<file path="src/rtl/key_press_tracker.sv">
// Debounced press/release tracking of one scanned key at a time, with
// long-press detection and auto-repeat ticks, presented as six state nibbles.
//
// state      | meaning
// -----------+------------------------------------------------------------
// IDLE       | no key tracked, active_code = F
// PRESS_DB   | candidate key latched, counting consecutive matching samples
// PRESSED    | press accepted (nibble 1), counting hold time
// LONG       | long-held (nibble 2), emitting one-cycle repeat ticks (3)
// RELEASE_DB | counting consecutive non-matches, returns to ret_q on match
module key_press_tracker #(
    parameter int DEBOUNCE_CYCLES = 1_000_000,
    parameter int LONG_CYCLES     = 100_000_000,
    parameter int REPEAT_CYCLES   = 20_000_000,
    parameter int CNT_W           = 32
) (
    input  logic       clk,
    input  logic       reset_n,
    input  logic [3:0] key_code,
    input  logic       key_vaild,
    output logic [3:0] key0_state,
    output logic [3:0] key1_state,
    output logic [3:0] key2_state,
    output logic [3:0] key3_state,
    output logic [3:0] key4_state,
    output logic [3:0] key5_state,
    output logic [3:0] active_code
);

    typedef enum logic [2:0] {
        S_IDLE,
        S_PRESS_DB,
        S_PRESSED,
        S_LONG,
        S_RELEASE_DB
    } state_t;

    localparam logic [CNT_W-1:0] DEB_C  = CNT_W'(DEBOUNCE_CYCLES);
    localparam logic [CNT_W-1:0] LONG_C = CNT_W'(LONG_CYCLES);
    localparam logic [CNT_W-1:0] REP_C  = CNT_W'(REPEAT_CYCLES);
    localparam logic [3:0]       NO_KEY = 4'hF;

    state_t           state_q, state_nxt;
    state_t           ret_q, ret_nxt;
    state_t           cur;
    logic [3:0]       code_q, code_nxt;
    logic [3:0]       val_q, val_nxt;
    logic [CNT_W-1:0] deb_q, deb_nxt;
    logic [CNT_W-1:0] hold_q, hold_nxt;
    logic [CNT_W-1:0] rep_q, rep_nxt;
    logic [CNT_W-1:0] deb_inc, hold_inc, rep_inc;
    logic             match;
    logic [3:0]       key_q [6];

    function automatic logic [CNT_W-1:0] sat_inc(input logic [CNT_W-1:0] v);
        return (&v) ? v : v + 1'b1;
    endfunction

    always_comb begin
        state_nxt = state_q;
        ret_nxt   = ret_q;
        code_nxt  = code_q;
        val_nxt   = val_q;
        deb_nxt   = deb_q;
        hold_nxt  = hold_q;
        rep_nxt   = rep_q;

        match    = key_vaild && (key_code == code_q);
        deb_inc  = sat_inc(deb_q);
        hold_inc = sat_inc(hold_q);
        rep_inc  = sat_inc(rep_q);

        // A match during release debounce is handled exactly as a match in
        // the state we came from, so the returning sample counts toward hold.
        cur = state_q;
        if (state_q == S_RELEASE_DB && match) begin
            cur = ret_q;
        end

        case (cur)
            S_IDLE: begin
                val_nxt  = 4'd0;
                code_nxt = NO_KEY;
                deb_nxt  = '0;
                hold_nxt = '0;
                rep_nxt  = '0;
                if (key_vaild && key_code < 4'd6) begin
                    code_nxt = key_code;
                    if (DEBOUNCE_CYCLES <= 1) begin
                        state_nxt = S_PRESSED;
                        val_nxt   = 4'd1;
                    end else begin
                        state_nxt = S_PRESS_DB;
                        deb_nxt   = CNT_W'(1);
                    end
                end
            end

            S_PRESS_DB: begin
                if (match) begin
                    deb_nxt = deb_inc;
                    if (deb_inc >= DEB_C) begin
                        state_nxt = S_PRESSED;
                        val_nxt   = 4'd1;
                        hold_nxt  = '0;
                        deb_nxt   = '0;
                    end
                end else begin
                    state_nxt = S_IDLE;
                    code_nxt  = NO_KEY;
                    val_nxt   = 4'd0;
                    deb_nxt   = '0;
                end
            end

            S_PRESSED: begin
                if (match) begin
                    state_nxt = S_PRESSED;
                    deb_nxt   = '0;
                    val_nxt   = 4'd1;
                    hold_nxt  = hold_inc;
                    if (hold_inc >= LONG_C) begin
                        state_nxt = S_LONG;
                        val_nxt   = 4'd2;
                        rep_nxt   = '0;
                    end
                end else if (DEBOUNCE_CYCLES <= 1) begin
                    state_nxt = S_IDLE;
                    code_nxt  = NO_KEY;
                    val_nxt   = 4'd0;
                    deb_nxt   = '0;
                end else begin
                    state_nxt = S_RELEASE_DB;
                    ret_nxt   = S_PRESSED;
                    deb_nxt   = CNT_W'(1);
                end
            end

            S_LONG: begin
                if (match) begin
                    state_nxt = S_LONG;
                    deb_nxt   = '0;
                    val_nxt   = 4'd2;
                    rep_nxt   = rep_inc;
                    if (rep_inc >= REP_C) begin
                        val_nxt = 4'd3;
                        rep_nxt = '0;
                    end
                end else if (DEBOUNCE_CYCLES <= 1) begin
                    state_nxt = S_IDLE;
                    code_nxt  = NO_KEY;
                    val_nxt   = 4'd0;
                    deb_nxt   = '0;
                end else begin
                    state_nxt = S_RELEASE_DB;
                    ret_nxt   = S_LONG;
                    val_nxt   = 4'd2;
                    deb_nxt   = CNT_W'(1);
                end
            end

            S_RELEASE_DB: begin
                deb_nxt = deb_inc;
                if (deb_inc >= DEB_C) begin
                    state_nxt = S_IDLE;
                    code_nxt  = NO_KEY;
                    val_nxt   = 4'd0;
                    deb_nxt   = '0;
                end
            end

            default: begin
                state_nxt = S_IDLE;
                code_nxt  = NO_KEY;
                val_nxt   = 4'd0;
                deb_nxt   = '0;
                hold_nxt  = '0;
                rep_nxt   = '0;
            end
        endcase
    end

    always_ff @(posedge clk) begin
        if (!reset_n) begin
            state_q <= S_IDLE;
            ret_q   <= S_PRESSED;
            code_q  <= NO_KEY;
            val_q   <= 4'd0;
            deb_q   <= '0;
            hold_q  <= '0;
            rep_q   <= '0;
            for (int i = 0; i < 6; i++) begin
                key_q[i] <= 4'd0;
            end
        end else begin
            state_q <= state_nxt;
            ret_q   <= ret_nxt;
            code_q  <= code_nxt;
            val_q   <= val_nxt;
            deb_q   <= deb_nxt;
            hold_q  <= hold_nxt;
            rep_q   <= rep_nxt;
            for (int i = 0; i < 6; i++) begin
                key_q[i] <= (code_nxt == 4'(i)) ? val_nxt : 4'd0;
            end
        end
    end

    assign key0_state  = key_q[0];
    assign key1_state  = key_q[1];
    assign key2_state  = key_q[2];
    assign key3_state  = key_q[3];
    assign key4_state  = key_q[4];
    assign key5_state  = key_q[5];
    assign active_code = code_q;

endmodule

</file>
<file path="config.mk">
export PLATFORM = sky130hd
export DESIGN_NAME = key_press_tracker
export DESIGN_NICKNAME = d
export VERILOG_FILES = /design/src/rtl/key_press_tracker.sv
export SDC_FILE = /design/constraint.sdc
export NUM_CORES = 1
export LEC_CHECK = 0
export CAP_MARGIN = 15
export CORE_UTILIZATION = 45
export CTS_CLUSTER_DIAMETER = 80
export DETAILED_ROUTE_END_ITERATION = 10
export PLACE_DENSITY = 0.64
export RECOVER_POWER = 100
export SYNTH_ARGS = -nofsm -noshare
export SYNTH_HDL_FRONTEND = slang
export SYNTH_SLANG_ARGS = --single-unit
</file>
<file path="constraint.sdc">
create_clock -name clk -period 7.93 [get_ports clk]
set_clock_uncertainty 0.15 [all_clocks]
set_input_delay 1.9825 -clock clk [delete_from_list [all_inputs] [get_ports clk]]
set_output_delay 1.9825 -clock clk [all_outputs]
set_load 0.05 [all_outputs]
</file>
==> impl_summary.txt <==
----------------------------------------------------
[Die]
  Starting density of the core ... 46.3%
  Die height ... about 130 um
  Die area ... ~18000 um2
  Die boundary width ... between 100 and 150 um
  Area of the core ... around 17000 um2
  Row count ... 47
  I/O Pins ... 35

[Synthesis]
  Count of flip-flops with a built-in enable after synthesis ... 0
  Top cell types by occurrence after synthesis ... sky130_fd_sc_hd__dfxtp_1, sky130_fd_sc_hd__nor2_1, sky130_fd_sc_hd__nand2_1, sky130_fd_sc_hd__a21oi_1, sky130_fd_sc_hd__nand3_1
  Post-synthesis sequential area ratio ... 34.3%
  Share of Yosys cell area claimed by the top area cell type ... around a third
  #FFs+latches synth ... 132
  Cell with the most instances after synthesis ... sky130_fd_sc_hd__dfxtp_1
  Syn Area/Cell ... 7.85 um2
  FFs w/ async S/R, synth ... 0%
  Cell types with the largest area share after synthesis ... sky130_fd_sc_hd__dfxtp_1, sky130_fd_sc_hd__nor2_1, sky130_fd_sc_hd__nand2_1
  Cell count after synthesis ... between 900 and 1000
  Largest area contributor in the netlist ... sky130_fd_sc_hd__dfxtp_1
  Primary flip-flop cell chosen by synthesis mapping ... sky130_fd_sc_hd__dfxtp_1
  Number of different library cells in the post-synthesis netlist ... 89
  Synth warnings ... 0
  Synthesized cell area ... approximately 7700 um2

[Clock tree]
  Clock insertion delay at the later pin of the skew report ... ~0.43 ns
  Post-cts sizing count ... 0
  Sinks on Clock Net ... roughly 130
  Hold bufs inserted after CTS ... 0
  Count of H-tree levels built during CTS ... 4
  Total setup buffers inserted after CTS ... 0
  Maximum root-to-sink buffer count ... 2
  CTS tree ... yes
  CTS root buf ... sky130_fd_sc_hd__clkbuf_16
  Clock buffer count from CTS ... 17
  Clock-pin slew on the worst setup and hold paths ... roughly 0.06 ns

[Route]
  Via Count ... ~7000
  Total Routed Length ... around 19000 um
  Routed length per placed instance ... around 16 um
  DRT antenna net count ... 0
  Vias per Instance ... ~5.9
  Number of DRC violations after detailed-routing iteration 0 ... 409
  Router iterations before antenna repair ... 5
  Number of remaining DRC errors ... 0

[Critical path]
  Data required, critical path ... ~8.1 ns
  Logic depth of the worst path, buffers included ... 10
  Crit path cell chain ... dlygate4sd3_1 > xor2_1 > nor3_1 > nand3_1 > nor4b_1 > o21ai_0 > o21ai_4 > clkbuf_1 > or2_1 > o22ai_1
  Crit path launch type ... input port
  Critical path capture point type ... flip-flop
  Type of the worst setup path ... input port to flip-flop
  Top delay family on crit path ... simple AND/OR/NAND/NOR gates
  CP arrival ... between 6 and 7 ns
  Register-to-Register Path Depth ... 11
  Longest individual stage delay on the worst path ... ~1.1 ns
  Crit path buf inv count ... 2
  Worst Path Max Fanout ... 35
  Slowest-stage cell, CP ... sky130_fd_sc_hd__clkbuf_1

[Global route]
  Gr ovfl total ... 0
  Via count of the first global-routing pass ... approximately 6700
  Largest net degree at the start of global routing ... 55
  Initial antenna violation count ... 0
  Overall fraction of global-route tracks in use ... 22.6%
  Global-route wire length before repair ... about 33000 um

[Place]
  Area after detailed placement ... approximately 8100 um2
  HPWL after detailed placement ... between 10000 and 15000 um
  Number of I/O port buffers ... 34
  Placed cell count ... between 1000 and 1500
  Placer Congestion ... between 0.8 and 0.9

[STA]
  Unrepaired setup endpoints after global routing ... no
  Final period util ... between 70% and 80%
  Highest Clock Rate ... 160 MHz
  Endpoints failing hold ... 0
  Worst Max-Slew Pin Slew ... 1.44 ns
  Max-Slew Margin vs Limit ... ~4.1%
  Max Slew Vio Count ... 0
  # setup viols final ... 0
  Min Tclk post-route ... around 6.3 ns
  Final-layout setup total negative slack ... 0 ns

[Final layout]
  Diode count ... 0
  Final standard cell count with taps included and fillers excluded ... approximately 1200
  P&R area growth vs syn ... 12.7%
  Final non-filler cell area ... 8680 um2
  Net count reported at finish ... approximately 1000
  Core utilization of the finished layout ... a little over half
  Count of fill cells added during filler insertion ... about 1600
  Share of cells above drive strength 1 ... 8.92%

[Status]
  Status ... completed

[Pwr]
  Total power ... approximately 0.0015 W
  Worst ir drop on vdd ... between 0.2 and 0.25 mV
  Power density cells ... 174 nW/um2
  Leakage power ... between 2 and 3 nW

[Job]
  Total of max-cap violations ... 0

[Hold path]
  Hold Path Cell Cnt ... 2
  Min-Delay Path Class ... flip-flop to flip-flop

----------------------------------------------------
[state kept, by name, indices dropped and copies added (netlist names)]
signal       count
deb_q           32
state_q          3
ret_q            1
hold_q          32
rep_q           32
key_q           24
val_q            4
active_code      4
[metrics by stage]
step	worst slack (ns)	hold slack, ns
2_1_floorplan	3.58	0.299
3_3_place_gp	2.06	0.311
3_5_place_dp	1.94	0.322
4_1_cts	2.41	0.330
5_1_grt	1.15	0.366
6_report	1.67	0.327
[per-layer routing]
metal	wire [um]	global-route usage (%)	up-vias	part of all wire, %
li1	-	-	3663	-
met4	146	4.92	0	0.76
met1	9360	30.6	3377	49
met2	9010	37.0	137	47
met3	697	4.41	16	3.6
met5	0	0	-	0
[worst min-delay path: cells and delay by family (launching register included)]
kind | cells | cell delay, ns
flops | 1 | 0.32
compound gates | 1 | 0.05
simple gates | 1 | 0.06
[cells in the final DEF, fill, tap and decap left out, drive strengths merged, types with 7 or more instances in the layout]
cell | Yosys | layout
clkbuf | 30 | 20
dfxtp | 132 | 132
a31oi | 20 | 20
nor3 | 39 | 39
and4 | 12 | 12
o21ai | 37 | 37
inv | 15 | 23
or2 | 12 | 12
dlygate4sd3 | 0 | 29
nand3 | 53 | 53
mux2i | 7 | 7
nand4 | 41 | 41
xnor2 | 33 | 33
a21oi | 76 | 76
nand3b | 7 | 7
xor2 | 13 | 13
nor2 | 111 | 111
conb | 1 | 12
or4 | 9 | 9
or3 | 26 | 26
a211oi | 9 | 9
and3 | 37 | 37
nand2 | 102 | 102
and2 | 9 | 9
o22ai | 16 | 16
nor4 | 19 | 19
[kinds of logic after synthesis]
kind of cell | after synthesis | synth area share [%]
and+or+nand+nor | 495 | 34.6
adders and majority gates | 3 | 0.488
other | 1 | 0.0487
buffers and inverters | 70 | 4.31
AOI/OAI and AO/OA | 224 | 19.8
muxes | 9 | 1.20
xor gates and xnor gates | 46 | 5.23
DFF | 132 | 34.3
[final cells by class]
cell class                 instances  area [um2]  area share (%)
multi-input combinational        789        4740            54.6
clock buffer                      17         425            4.90
tap                              220         275            3.17
sequential                       132        2640            30.5
timing repair buffer              41         377            4.34
inverter                          15        56.3           0.649
clock inverter                    15         160            1.85
[power breakdown]
part           internal, W  total [W]  switching, W
sequential        0.000668   0.000673    0.00000552
combinational    0.0000155  0.0000492     0.0000337
clock             0.000446   0.000787      0.000341
total              0.00113    0.00151      0.000380
[final timing paths]
| path | slack (ns) | endpoint | from |
|---|---|---|---|
| worst min register to register | 0.33 | deb_q[1] | deb_q[1] |
| worst max-delay path | 1.67 | rep_q[21] | key_code[2] |
| worst min-delay path | 0.33 | deb_q[1] | deb_q[1] |
| worst max register to register | 2.59 | rep_q[21] | hold_q[14] |
(Power assumes the default switching activity.)
